### src/rtl/uart_pkg.sv
// rtl/uart_pkg.sv - shared types and constants for the UART receive path
package uart_pkg;

    typedef enum logic [1:0] {
        IDLE  = 2'd0,
        START = 2'd1,
        DATA  = 2'd2,
        STOP  = 2'd3
    } rx_state_t;

    localparam int OVERSAMPLE = 16;
    localparam int MID_START  = 7;

    // Tick counter must reach SB_TICK-1 but never narrower than one bit period.
    function automatic int cnt_width(input int sb_tick);
        int w;
        w = $clog2(sb_tick);
        return (w < 4) ? 4 : w;
    endfunction

endpackage

### src/rtl/sync_2ff.sv
// rtl/sync_2ff.sv - generic two-flop synchroniser with configurable reset value
module sync_2ff #(
    parameter logic RESET_VAL = 1'b0
) (
    input  logic clk,
    input  logic reset,
    input  logic d,
    output logic q
);

    logic meta;

    always_ff @(posedge clk or posedge reset) begin
        if (reset) begin
            meta <= RESET_VAL;
            q    <= RESET_VAL;
        end else begin
            meta <= d;
            q    <= meta;
        end
    end

endmodule

### src/rtl/uart_rx.sv
// rtl/uart_rx.sv - 16x oversampled UART receiver with done pulse and framing-error flag
module uart_rx
    import uart_pkg::*;
#(
    parameter int DBIT    = 8,
    parameter int SB_TICK = 16
) (
    input  logic            clk,
    input  logic            reset,
    input  logic            rx,
    input  logic            s_tick,
    output logic [DBIT-1:0] dout,
    output logic            rx_done_tick,
    output logic            frame_err
);

    localparam int SW = cnt_width(SB_TICK);
    localparam int NW = $clog2(DBIT);

    localparam logic [SW-1:0] S_MID      = SW'(MID_START);
    localparam logic [SW-1:0] S_BIT_END  = SW'(OVERSAMPLE - 1);
    localparam logic [SW-1:0] S_STOP_END = SW'(SB_TICK - 1);
    localparam logic [NW-1:0] N_LAST     = NW'(DBIT - 1);

    logic            rx_s;
    rx_state_t       state_reg, state_next;
    logic [SW-1:0]   s_reg, s_next;
    logic [NW-1:0]   n_reg, n_next;
    logic [DBIT-1:0] b_reg, b_next;
    logic            done_next;

    sync_2ff #(
        .RESET_VAL(1'b1)
    ) u_rx_sync (
        .clk  (clk),
        .reset(reset),
        .d    (rx),
        .q    (rx_s)
    );

    always_ff @(posedge clk or posedge reset) begin
        if (reset) begin
            state_reg <= IDLE;
            s_reg     <= '0;
            n_reg     <= '0;
            b_reg     <= '0;
        end else begin
            state_reg <= state_next;
            s_reg     <= s_next;
            n_reg     <= n_next;
            b_reg     <= b_next;
        end
    end

    always_comb begin
        state_next = state_reg;
        s_next     = s_reg;
        n_next     = n_reg;
        b_next     = b_reg;
        done_next  = 1'b0;
        case (state_reg)
            IDLE: begin
                if (!rx_s) begin
                    state_next = START;
                    s_next     = '0;
                end
            end
            START: begin
                if (s_tick) begin
                    // Mid start bit: a line back high here is treated as a glitch.
                    if (s_reg == S_MID) begin
                        if (!rx_s) begin
                            state_next = DATA;
                            s_next     = '0;
                            n_next     = '0;
                        end else begin
                            state_next = IDLE;
                        end
                    end else begin
                        s_next = s_reg + 1'b1;
                    end
                end
            end
            DATA: begin
                if (s_tick) begin
                    if (s_reg == S_BIT_END) begin
                        s_next = '0;
                        b_next = {rx_s, b_reg[DBIT-1:1]};
                        if (n_reg == N_LAST) begin
                            state_next = STOP;
                        end else begin
                            n_next = n_reg + 1'b1;
                        end
                    end else begin
                        s_next = s_reg + 1'b1;
                    end
                end
            end
            STOP: begin
                if (s_tick) begin
                    if (s_reg == S_STOP_END) begin
                        state_next = IDLE;
                        done_next  = 1'b1;
                    end else begin
                        s_next = s_reg + 1'b1;
                    end
                end
            end
            default: state_next = IDLE;
        endcase
    end

    // Outputs are registered so dout/frame_err change together with the done pulse.
    always_ff @(posedge clk or posedge reset) begin
        if (reset) begin
            dout         <= '0;
            frame_err    <= 1'b0;
            rx_done_tick <= 1'b0;
        end else begin
            rx_done_tick <= done_next;
            if (done_next) begin
                dout      <= b_reg;
                frame_err <= ~rx_s;
            end
        end
    end

endmodule
### config.mk
export PLATFORM = sky130hd
export DESIGN_NAME = uart_rx
export DESIGN_NICKNAME = d
export VERILOG_FILES = /design/src/rtl/uart_pkg.sv /design/src/rtl/sync_2ff.sv /design/src/rtl/uart_rx.sv
export SDC_FILE = /design/constraint.sdc
export NUM_CORES = 1
export LEC_CHECK = 0
export CAP_MARGIN = 20
export CORE_UTILIZATION = 35
export CTS_BUF_LIST = sky130_fd_sc_hd__clkbuf_4
export DETAILED_ROUTE_END_ITERATION = 12
export GPL_ROUTABILITY_DRIVEN = 0
export PLACE_DENSITY_LB_ADDON = 0.15
export SLEW_MARGIN = 20
export SYNTH_ARGS = -nofsm -noshare
export SYNTH_HDL_FRONTEND = slang
export SYNTH_SLANG_ARGS = --single-unit
### constraint.sdc
create_clock -name clk -period 2.35 [get_ports clk]
set_input_delay 0.3525 -clock clk [delete_from_list [all_inputs] [get_ports clk]]
set_output_delay 0.3525 -clock clk [all_outputs]
set_load 0.01 [all_outputs]
**Word-level counts from Yosys, hierarchy flattened**

Index checks and enable logic that the tools add are counted.
Widths: inputs -> output; s select.

- Add/subtract/negate cells: 2
- Equality and inequality tests: 17
- Muxes and demuxes: 28
- Bitwise operators: 1
- Reductions and logical operators: 6

Operators by type and width:

| operator | number |
|---|---|
| $mux 4 | 7 |
| $ne 2x2->1 const B | 11 |
| $mux 2 | 9 |
| $mux 3 | 6 |
| $pmux 4 s4 | 1 |
| $pmux 2 s4 | 1 |
| $reduce_and 8->1 | 1 |
| $reduce_and 7->1 | 1 |
| $pmux 3 s2 | 1 |
| $add 4x1->4 const B | 1 |
| $eq 2x2->1 const B | 2 |
| $eq 4x3->1 const B | 1 |
| $eq 4x4->1 const B | 1 |
| $reduce_and 4->1 | 1 |
| $add 3x1->3 const B | 1 |
| $eq 3x3->1 const B | 1 |
| $mux 1 | 3 |
| $reduce_and 3->1 | 1 |
| $eq 2x1->1 const B | 1 |
| $logic_not 2->1 | 1 |
| $reduce_bool 2->1 | 1 |
| $not 1->1 | 1 |

- Bits in registers: 29
- Input port bits: 4
- Output and inout port bits: 10
- Word-level logic and storage cells: 63

**Depth between registers and ports, before layout**

- Depth after elaboration: 5
- Depth in mapped cells: 6
- Gate-level depth less buffers: 6

**By module**

Synthesis repeated with hierarchy kept, for this count alone.

- Cells, all modules: 110
- Area total of the unflattened synthesis: 1,386.3 um2

By module, submodules not included:

| module | instances | cells an instance | area an instance (um2) | sequential area each (um2) |
|---|---|---|---|---|
| uart_rx | 1 | 107 | 1,330.0 | 675.6 |
| sync_2ff | 1 | 3 | 56.3 | 52.6 |

**Worst setup path before layout**

No wires, ideal clock.

- Path kind: register -> register
- From: register s_reg[0]
- To: register s_reg[2]
- Setup time: 0.124 ns
- Arrival time: 1.519 ns
- Data required time: 2.226 ns
- Slack: 0.707 ns
- Stages on the path, launching flop included: 6
- Path buffers: 0
- Clock period less this slack: 1.643 ns
- Cells stage by stage: dfrtp_1 ha_1 nand4_4 nand2_1 a221o_1 a211o_1

- Longest elaborated chain between the ends: 4
- Elaborated cells on any way between the ends: 12
- Classes of those cells: add/sub: 1; eq/ne: 3; mux: 7; reduce/logical: 1

Ends and longest elaborated chain:

| item | RTL line | RTL |
|---|---|---|
| from (decl) | uart_rx.sv:27 | `logic [SW-1:0] s_reg, s_next;` |
| from (signal assigned) | uart_rx.sv:49 | `s_reg <= s_next;` |
| $add 4x1->4, or another cell as far along | uart_rx.sv:80, uart_rx.sv:95, uart_rx.sv:105 |  |
| $mux 4, on equally long branches | uart_rx.sv:101, uart_rx.sv:71, uart_rx.sv:86 |  |
| $mux 4, on equally long branches | uart_rx.sv:100, uart_rx.sv:69, uart_rx.sv:85 |  |
| $pmux 4 s4 | uart_rx.sv:61 | `case (state_reg)` |

Parallel ways exist; a longest one is shown, timed or not. The select of a mux whose other input is x is not followed.
A chain may end at the register's enable or synchronous reset.

**Worst setup path in the final report**

- From: register s_reg[0]
- To: register n_reg[1]

- Longest elaborated chain between the ends: 3
- Elaborated cells on any way between the ends: 5
- Classes of those cells: eq/ne: 4; reduce/logical: 1

Ends and longest elaborated chain:

| item | RTL line | RTL |
|---|---|---|
| $eq 4x4->1 or $eq 4x3->1 (tied branches) | uart_rx.sv:86, uart_rx.sv:71 |  |
| $ne 2x2->1 (no line) | -- |  |
| $reduce_and 7->1 (no line) * | -- |  |
| to (signal assigned) | uart_rx.sv:50 | `n_reg <= n_next;` |
| to (decl) | uart_rx.sv:28 | `logic [NW-1:0] n_reg, n_next;` |

Every way passes the cells marked *; elsewhere a longest branch is shown, timed or not.

==> results.py <==
metrics = {
    "outcome": {
        "outcome": "complete, no violations",
    },
    "clock_network": {
        "post_cts_buffers": 0,
        "cts_buffers": 5,
        "hold_buffers": 0,
        "insertion_delay_ns": 0.33,
        "cts.sinks": 29,
        "tritoncts": "done",
        "cts_resized": 0,
        "clk_pin_slew_ns": 0.08,
        "clock_path_buffers": 2,
        "htree_levels": 2,
        "cts_root_buf": "clkbuf_4",
    },
    "critical_path": {
        "cp.depth": 5,
        "crit_family": "simple AND/OR/NAND/NOR gates",
        "slowest_stage": "nor3b_4",
        "critPathRequiredTime_ns": 2.62,
        "crit_path_end_kind": "flip-flop",
        "ff2ff_setup_slack_ns": 0.55,
        "critical_path.max_fanout": 9,
        "reg2regPathDepth": 5,
        "slowest_delay_ns": 0.46,
        "critPathLaunchType": "flip-flop",
        "cp.buffers_inverters": 0,
        "reg2reg_to": "n_reg[1]$_DFFE_PP0P_",
        "rr_startpoint": "s_reg[0]$_DFFE_PP0P_",
        "path_class": "flip-flop to flip-flop",
        "crit_arrival_ns": 2.07,
        "cp_cell_sequence": "ha_1, nand4_4, nor3b_4, and3b_1, a22o_1",
    },
    "synth": {
        "synth_top_area_frac": 0.537,
        "syn-cell-area_um2": 1260,
        "yosysMostFrequentCell": "dfrtp_1",
        "ys_warn_count": 0,
        "syn-num-nets": 102,
        "synth_commonest_cells": "dfrtp_1 (27), mux2_2 (18), nor2_1 (8)",
        "netlist_top_cells_area": "dfrtp_1 (54%), mux2_2 (16%), dfstp_2 (4.2%)",
        "yosys_most_used_dff": "dfrtp_1",
        "postSynthCellCount": 95,
        "avgSynthCellArea_um2": 13.2,
        "async_flop_share": 1.00,
        "yosysTopAreaCell": "dfrtp_1",
        "synth_edf_count": 0,
        "ys_seq_area_frac": 0.579,
        "synth_cell_types": 25,
        "ys_ff_latch": 29,
    },
    "global_routing": {
        "grt_start_max_net_pins": 30,
        "grt_pass1_vias": 740,
        "grtUsageMet3": 0.0621,
        "grt_antenna_before_repair": 0,
        "grt_pass1_wl_mm": 3.59,
        "grt.overflow.total": 0,
        "met2_usage": 0.175,
        "grt_use_total": 0.136,
        "met1_usage": 0.190,
        "grt_busiest_layer": "met1",
    },
    "finish": {
        "drive_gt1_frac": 0.278,
        "register_area_um2": 728,
        "multiInputGateArea_um2": 512,
        "final_util": 0.443,
        "fill_cells": 315,
        "fin_cells": 161,
        "final_nets": 121,
        "fin_area_um2": 1500,
        "num_antenna_cells": 0,
        "syn2layout_area_growth_pct": 19.3,
    },
    "placed_design": {
        "dp_cells": 153,
        "place_area_um2": 1450,
        "hpwl_mm": 1.37,
        "io_buffers": 13,
        "place_worst_setup_slack_ns": 0.374,
    },
    "pwr": {
        "ir_drop_mv": 0.275,
        "p_comb_frac": 0.234,
        "clkPwrFrac": 0.233,
        "p_switching_uw": 414,
        "power_density_nw_per_um2": 840,
        "p_leak_uw": 0.000697,
        "seq_power_share": 0.533,
        "p_int_uw": 848,
        "p_sw_frac": 0.328,
    },
    "hold_path": {
        "hp-class": "flip-flop to flip-flop",
        "min_path_cells": 0,
        "hold_path_end": "u_rx_sync.q$_DFF_PP1_",
        "hold_start": "u_rx_sync.meta$_DFF_PP1_",
    },
    "drt": {
        "wl_per_cell_um": 12.7,
        "drt_iter0_drc": 18,
        "vias": 792,
        "dr.pass1.iters": 4,
        "totalWireLength_mm": 2.04,
        "vias_per_cell": 4.92,
        "drc_errors": 0,
        "ant_nets": 0,
    },
    "timing": {
        "drv_slew": 0,
        "maxSlewHeadroom": 0.707,
        "timing.fmax_mhz": 554,
        "setup_viol": 0,
        "skew_ns": 0.00840,
        "hold_viol": 0,
        "finalWorstPathRequiredPeriod_ns": 1.80,
        "worst_pin_slew_ns": 0.439,
        "finalCritPeriodShare": 0.767,
        "tns_ns": 0,
        "worst_slack_ns": 0.546,
        "rsz0062_at_grt": "false",
    },
    "floorplanning": {
        "io-pin-count": 14,
        "die-area_um2": 3840,
        "row_count": 21,
        "start_util": 0.371,
        "core_um2": 3390,
        "die_w_um": 62.0,
        "fp.dieH_um": 62.0,
    },
    "run": {
        "maxCapViolCount": 0,
    },
}
kinds of logic after synthesis:
kind of cell    Yosys count  share of synthesized area
flops                    29                      0.579
simple gates             26                      0.125
mux                      18                      0.161
compound gates           13                     0.0765
buf+inv                   4                     0.0149
fa+ha+maj                 3                     0.0298
xor+xnor                  2                     0.0139
stage by stage:
| stage | total power (uW) | hold WS, ns |
|---|---|---|
| floorplan | 901 | 0.345 |
| global placement | 962 | 0.347 |
| detailed placement | 980 | 0.347 |
| CTS | 1280 | 0.361 |
| global route | 1370 | 0.368 |
| finish | 1260 | 0.359 |
metal layers:
layer,up-vias,routed length (um),share of wire
li1,383,-,-
met1,388,1000,0.49
met2,14,930,0.45
met3,7,80,0.039
met4,0,32,0.016
met5,-,0,0
final cells by class:
class	instances	share of cell area
repair buffers	15	0.0967
multi-input cells	62	0.341
inverters	1	0.00250
clock inverters	2	0.00667
well taps	46	0.0383
clock buffers	6	0.0300
flip-flops and latches	29	0.485
layout by cell type, fill, tap and decap left out, types with 2 or more instances in the layout:
| cell type | n |
|---|---|
| a21oi_1 | 4 |
| a22o_1 | 4 |
| buf_4 | 2 |
| clkbuf_4 | 6 |
| clkdlybuf4s50_1 | 13 |
| clkinv_2 | 2 |
| dfrtp_1 | 27 |
| dfstp_2 | 2 |
| ha_1 | 3 |
| mux2_2 | 18 |
| nand2_1 | 5 |
| nand3b_1 | 2 |
| nor2_1 | 8 |
| nor3_1 | 4 |
| xnor2_1 | 2 |
worst register-to-register path, cell delays in order (launching register included):
cell	delay, ns
dfrtp_1	0.38
ha_1	0.29
nand4_4	0.17
nor3b_4	0.46
and3b_1	0.29
a22o_1	0.16
power groups by stage:
stage               clock network (uW)  registers (uW)  logic (uW)
finish                             294             672         295
global route                       337             689         340
CTS                                312             672         299
detailed placement                   0             682         298
global placement                     0             675         286
floorplan                            0             627         274
worst max-delay path by stage:
stage	startpoint	to	slack, ns
6_report	s_reg[0]$_DFFE_PP0P_	n_reg[1]$_DFFE_PP0P_	0.55
3_5_place_dp	s_tick	b_reg[1]$_DFFE_PP0P_	0.37
5_1_grt	s_reg[0]$_DFFE_PP0P_	n_reg[1]$_DFFE_PP0P_	0.39
4_1_cts	s_reg[0]$_DFFE_PP0P_	n_reg[1]$_DFFE_PP0P_	0.53
3_3_place_gp	s_tick	b_reg[6]$_DFFE_PP0P_	0.40
2_1_floorplan	s_reg[0]$_DFFE_PP0P_	s_reg[2]$_DFFE_PP0P_	0.71
Power figures use the tool's default switching activity.
==> patch 1, RTL diff (config.mk and constraints unchanged) <==
Take the reset off `b_reg` and load it in a clocked block of its own.
--- a/src/rtl/uart_rx.sv
+++ b/src/rtl/uart_rx.sv
@@ -43,13 +43,15 @@
             state_reg <= IDLE;
             s_reg     <= '0;
             n_reg     <= '0;
-            b_reg     <= '0;
         end else begin
             state_reg <= state_next;
             s_reg     <= s_next;
             n_reg     <= n_next;
-            b_reg     <= b_next;
         end
+    end
+
+    always_ff @(posedge clk) begin
+        b_reg <= b_next;
     end
 
     always_comb begin
Function: no difference found for any inputs over 10 cycles, from zero or initial values and one cycle with reset high; that may be too few to reach the edited logic, so the function may still have changed.
==> patch 1 against the unedited design <==
Core utilization hardly changed. Final area down 0.83%. Worst setup slack improved by 0.083 ns. Clock power up 38%. Area after synthesis down 1.2%. Global-route usage grew 0.29 points. Combinational power is 39% higher. Sequential cell count did not move. Via count down 6.8%. Routed wire length increased by 0.29%. Total power is 24% higher. Largest cell class unchanged. Largest power group unchanged.
==> patch 1: results (changes against the unedited design) <==
Run status
  • Status: finished, final reports clean

Place
  • Hpwl dp: 1.371 mm (about the same)
  • Port bufs: 13 (unchanged)
  • Placed Instance Area: 0.001410 sq mm (-2.5%)

Layout
  • Antenna cells: 0 (unchanged)
  • Nets: 116 (-4.1%)
  • Share of cells above drive strength 1: 0.1636 (-0.1146)
  • Fillers: 325 (+3.2%)

Clock tree
  • Clock slew at reported path FFs: 0.09 ns
  • Post-CTS Resized: 0 (unchanged)
  • H-tree depth: 2 (unchanged)
  • Num CTS Buffers: 5 (unchanged)
  • Maximum clock insertion buffer count: 2 (unchanged)
  • Post-CTS Setup Bufs: 0 (unchanged)
  • Root Driver: clkbuf_4
  • Clk_lat worst skew: 0.32 ns

Yosys
  • Post-synth EDFFs: 8 (+8)
  • Yosys warns: 0 (unchanged)
  • Post-synthesis sequential area ratio: 0.6177 (+0.03918)
  • FFs w/ async S/R, synth: 0.7241 (-0.2759)
  • Ys flop type: dfrtp_1
  • Area contributors post-synth: dfrtp_1 38%, edfxtp_1 19%, mux2_1 6.3%, dfstp_2 4.2%, ha_1 3.0%
  • Count of different cell masters after synthesis: 31 (+24%)
  • Post-synth top cells: 19 x dfrtp_1, 8 x edfxtp_1, 8 x nor2_1, 7 x mux2_1, 5 x nand2_1
  • Syn_nets: 99 (-2.9%)

Timing
  • Final Max Tran Viols: 0 (unchanged)
  • Clock Skew: 0.009905 ns (+0.001502 ns)
  • Worst Tran Pin Value: 0.3671 ns (-0.07231 ns)

Setup path
  • Critical Path AT: 1.93 ns (-0.14 ns)
  • Largest fanout on the critical path: 11 (+2)
  • RR Startpoint: s_reg[0]$_DFFE_PP0P_
  • Startpoint types: flop

Routing
  • DRT iter0 DRCs: 30 (+12)
  • Pre-Repair DR Iteration Count: 4 (unchanged)
  • Via density: 4.731 (-3.8%)
  • Detailed Route WL: 2.050 mm (+0.29%)

Global route
  • Initial antenna violation count: 0 (unchanged)
  • Vias in the first global route: 719 (-2.8%)
  • Global-route wire length before repair: 3.567 mm (-0.75%)
  • Largest net degree at the start of global routing: 22 (-27%)
  • GRT Util Overall: 0.1387 (+0.002893)

Pwr
  • VDD IR max: 421.5 uV (+53%)
  • Pleak: 0.0006663 uW (-4.5%)

Min path
  • Hold Path Class: primary input to asynchronous set/reset pin
## patch 1: cell count changes after synthesis, sizes merged, moves of 4 or more
cell / change
mux2: -9
dfrtp: -8
edfxtp: +8
inv: +4
## patch 1: worst max-delay path: stages, from the launching register on
cell     delay [ns]
dfrtp_1        0.41
ha_1           0.32
nand4_1        0.18
nor2_1         0.15
buf_4          0.20
mux2_2         0.35
## patch 1: layer usage
| layer | up-vias | GRT usage | part of all wire | wire length, um |
|---|---|---|---|---|
| met1 | 350 | 0.1812 | 0.46 | 935 |
| met4 | 0 | 0.05714 | 0.020 | 42 |
| met2 | 19 | 0.1951 | 0.47 | 966 |
| met5 | - | 0 | 0 | 0 |
| met3 | 5 | 0.06933 | 0.052 | 106 |
| li1 | 364 | - | - | - |
## patch 1: power breakdown
group          switching [uW]  internal (uW)
logic                     175            235
clock network             172            233
registers                 126            620
## patch 1: kinds of logic after synthesis
kind of cell / synth area share
flops: 0.6177
simple gates: 0.08754
compound gates: 0.09859
buf+inv: 0.04426
mux: 0.1087
fa+ha+maj: 0.03018
xor+xnor: 0.01308
## patch 1: worst paths after layout
path | end | slack [ns] | cells past startpoint
min in group clk | u_rx_sync.q$_DFF_PP1_ | 0.36 | 0
setup / recovery | dout[5]$_DFFE_PP0P_ | 0.63 | 5
hold reg to reg | u_rx_sync.q$_DFF_PP1_ | 0.36 | 0
setup reg to reg | dout[5]$_DFFE_PP0P_ | 0.63 | 5
hold / removal | dout[3]$_DFFE_PP0P_ | 0.35 | 3
max in group asynchronous | u_rx_sync.meta$_DFF_PP1_ | 1.73 | 3
## patch 1: metrics by stage
stage               worst slack, ns    util  total power, uW  std cells  hold WS, ns
detailed placement           0.3668  0.4193             1172        148       0.3476
floorplan                    0.8053       -             1065         92       0.3275
global route                 0.4621  0.4427             1662        156       0.3565
CTS                          0.6062  0.4427             1582        156       0.3476
global placement             0.4172  0.4193             1155        148       0.3457
finish                       0.6291  0.4427             1561        156       0.3479
## patch 1: layout make-up
class | count | area, sq um | share of cell area
clock inverters | 2 | 33.78 | 0.02269
inverters | 5 | 18.77 | 0.01261
flip-flops and latches | 29 | 768.2 | 0.5160
repair buffers | 15 | 145.1 | 0.09748
clock buffers | 6 | 45.04 | 0.03025
multi-input cells | 53 | 420.4 | 0.2824
well taps | 46 | 57.56 | 0.03866
==> patch 2, RTL diff (config.mk and constraints unchanged) <==
Made on the original files. Set the parameter `RESET_VAL` to 1'b0 (it was 1'b1).
--- a/src/rtl/uart_rx.sv
+++ b/src/rtl/uart_rx.sv
@@ -30,7 +30,7 @@
     logic            done_next;
 
     sync_2ff #(
-        .RESET_VAL(1'b1)
+        .RESET_VAL(1'b0)
     ) u_rx_sync (
         .clk  (clk),
         .reset(reset),
Function: no difference found for any inputs over 10 cycles, from zero or initial values and one cycle with reset high; that may be too few to reach the edited logic, so the function may still have changed.
==> patch 2 against the unedited design <==
Sequential cell count did not move. Routed wire length rose by 0.68%. Total power fell by 0.66%. Worst setup slack got worse by 0.020 ns. Area after synthesis fell by 0.20%. Cell count did not move. Final area fell by 0.17%. Worst hold slack improved by 0.021 ns. Sequential power fell by 0.6%. Critical endpoint is now b_reg[5]$_DFFE_PP0P_.
==> patch 2: results (changes against the unedited design) <==
Place
  • Hpwl dp: 1.383 mm (+0.88%)
  • Port bufs: 13 (unchanged)

Setup path
  • RR Startpoint: s_reg[0]$_DFFE_PP0P_
  • CP max stage cell: nor3b_4
  • Critical Path AT: 2.04 ns (-0.03 ns)
  • Reg2reg setup slack: 0.53 ns (-0.02 ns)
  • Reg-to-reg endpoint: b_reg[5]$_DFFE_PP0P_
  • Largest fanout on the critical path: 9 (unchanged)
  • R2R depth: 4 (-1)
  • Max incr delay on CP: 0.46 ns (about the same)
  • CP delay by family, top: simple AND/OR/NAND/NOR gates
  • Critical Setup Path Class: flop to flop

Clock tree
  • Clk_lat worst skew: around 0.32 ns
  • Root Driver: clkbuf_4
  • Maximum clock insertion buffer count: 2 (unchanged)
  • Post-CTS Setup Bufs: 0 (unchanged)
  • H-tree depth: 2 (unchanged)
  • Post-CTS Resized: 0 (unchanged)
  • Num CTS Buffers: 5 (unchanged)
  • Clock slew at reported path FFs: 0.09 ns

Routing
  • DRT iter0 DRCs: 18 (unchanged)
  • Pre-Repair DR Iteration Count: 4 (unchanged)
  • Detailed Route WL: 2.058 mm (+0.68%)
  • Vias: 803 (+1.4%)

Global route
  • Initial antenna violation count: 0 (unchanged)
  • GRT Util Overall: 0.1347 (-0.001078)
  • Global-route wire length before repair: 3.546 mm (-1.3%)
  • Largest net degree at the start of global routing: 30 (unchanged)
  • Vias in the first global route: 784 (+5.9%)

Timing
  • Clock Skew: 0.005130 ns (-0.003272 ns)
  • Worst Tran Pin Value: 0.4482 ns (+0.008706 ns)

Run status
  • Status: finished, final reports clean

Yosys
  • Ys flop type: dfrtp_1
  • Post-Synth XOR/XNOR Area: 0.01394 (+0.00002772)
  • Yosys warns: 0 (unchanged)
  • Syn_nets: 102 (unchanged)
  • Post-synth EDFFs: 0 (unchanged)
  • Post-synth top cells: 29 x dfrtp_1, 18 x mux2_2, 8 x nor2_1, 5 x nand2_1
  • Proportion of synthesized area in mux cells: 0.1614 (+0.0003208)
  • Synth Area in Compound Gates: 0.07669 (+0.0001525)
  • Count of different cell masters after synthesis: 24 (-4.0%)
  • Post-synthesis sequential area ratio: 0.5777 (-0.0008396)
  • Area contributors post-synth: dfrtp_1 58%, mux2_2 16%, ha_1 3.0%, a22o_1 2.8%, nor2_1 2.4%
  • Adder-cell share of the synthesized area: 0.02988 (+0.00005940)
  • FFs w/ async S/R, synth: 1.000 (unchanged)

Layout
  • Share of cells above drive strength 1: 0.2609 (-0.01739)
  • Nets: 121 (unchanged)
  • Fillers: 328 (+4.1%)
  • Antenna cells: 0 (unchanged)

Pwr
  • VDD IR max: 285.3 uV (+3.8%)
  • NetSw: 418.9 uW (+1.3%)
  • Pleak: 0.0006953 uW (-0.31%)

Min path
  • Hold Path Class: flop to flop
## patch 2: cell types whose count changed in the layout (fill, tap and decap cells not counted)
cell        unedited run  this run
clkinvlp_4             0         1
clkbuf_4               6         5
dfrtp_1               27        29
dfstp_2                2         0
## patch 2: final cells by class
class	count	share of cell area
repair buffers	15	0.09683
well taps	46	0.03840
clock buffers	5	0.02504
flip-flops and latches	29	0.4841
multi-input cells	62	0.3414
clock inverters	3	0.01169
inverters	1	0.002504
## patch 2: through the flow
stage | instance area, sq um | hold WS (ns) | setup WS, ns | std cells
floorplan | 1256 | 0.3312 | 0.7068 | 95
global placement | 1444 | 0.3350 | 0.4001 | 153
detailed placement | 1444 | 0.3561 | 0.3644 | 153
CTS | 1499 | 0.3875 | 0.5119 | 161
global route | 1499 | 0.3838 | 0.4322 | 161
finish | 1499 | 0.3793 | 0.5261 | 161
## patch 2: power by group through the flow
stage / registers (uW) / clock network [uW] / logic (uW)
2_1_floorplan: 625 / 0 / 274
6_report: 668 / 289 / 296
3_3_place_gp: 673 / 0 / 286
5_1_grt: 683 / 326 / 344
4_1_cts: 667 / 304 / 299
3_5_place_dp: 678 / 0 / 295
## patch 2: worst min-delay path by stage
stage | cells past startpoint | to | slack (ns) | from
4_1_cts | 3 | frame_err$_DFFE_PP0P_ | 0.39 | reset
3_5_place_dp | 0 | u_rx_sync.q$_DFF_PP0_ | 0.36 | u_rx_sync.meta$_DFF_PP0_
6_report | 0 | u_rx_sync.q$_DFF_PP0_ | 0.38 | u_rx_sync.meta$_DFF_PP0_
3_3_place_gp | 0 | u_rx_sync.q$_DFF_PP0_ | 0.34 | u_rx_sync.meta$_DFF_PP0_
2_1_floorplan | 0 | u_rx_sync.q$_DFF_PP0_ | 0.33 | u_rx_sync.meta$_DFF_PP0_
5_1_grt | 0 | u_rx_sync.q$_DFF_PP0_ | 0.38 | u_rx_sync.meta$_DFF_PP0_
## patch 2: metal layers
layer  track usage  share of wire  routed length, um  vias up
met3       0.03727          0.038                 79        7
li1              -              -                  -      385
met1        0.1724           0.47                967      391
met4       0.08571          0.028                 58        0
met2        0.2012           0.46                953       20
met5             0              0                  0        -
## patch 2: kinds of logic after synthesis
| group | count (synthesis) |
|---|---|
| adder cells (fa/ha/maj) | 3 |
| buffers and inverters | 4 |
| XOR/XNOR | 2 |
| AND/OR/NAND/NOR | 26 |
| flip-flops | 29 |
| AO/OA/AOI/OAI | 13 |
| multiplexers | 18 |
## patch 2: worst reg2reg max path, stage by stage (launching register included)
cell,delay (ns)
dfrtp_1,0.39
ha_1,0.31
nand4_4,0.17
nor3b_4,0.46
mux2_2,0.39
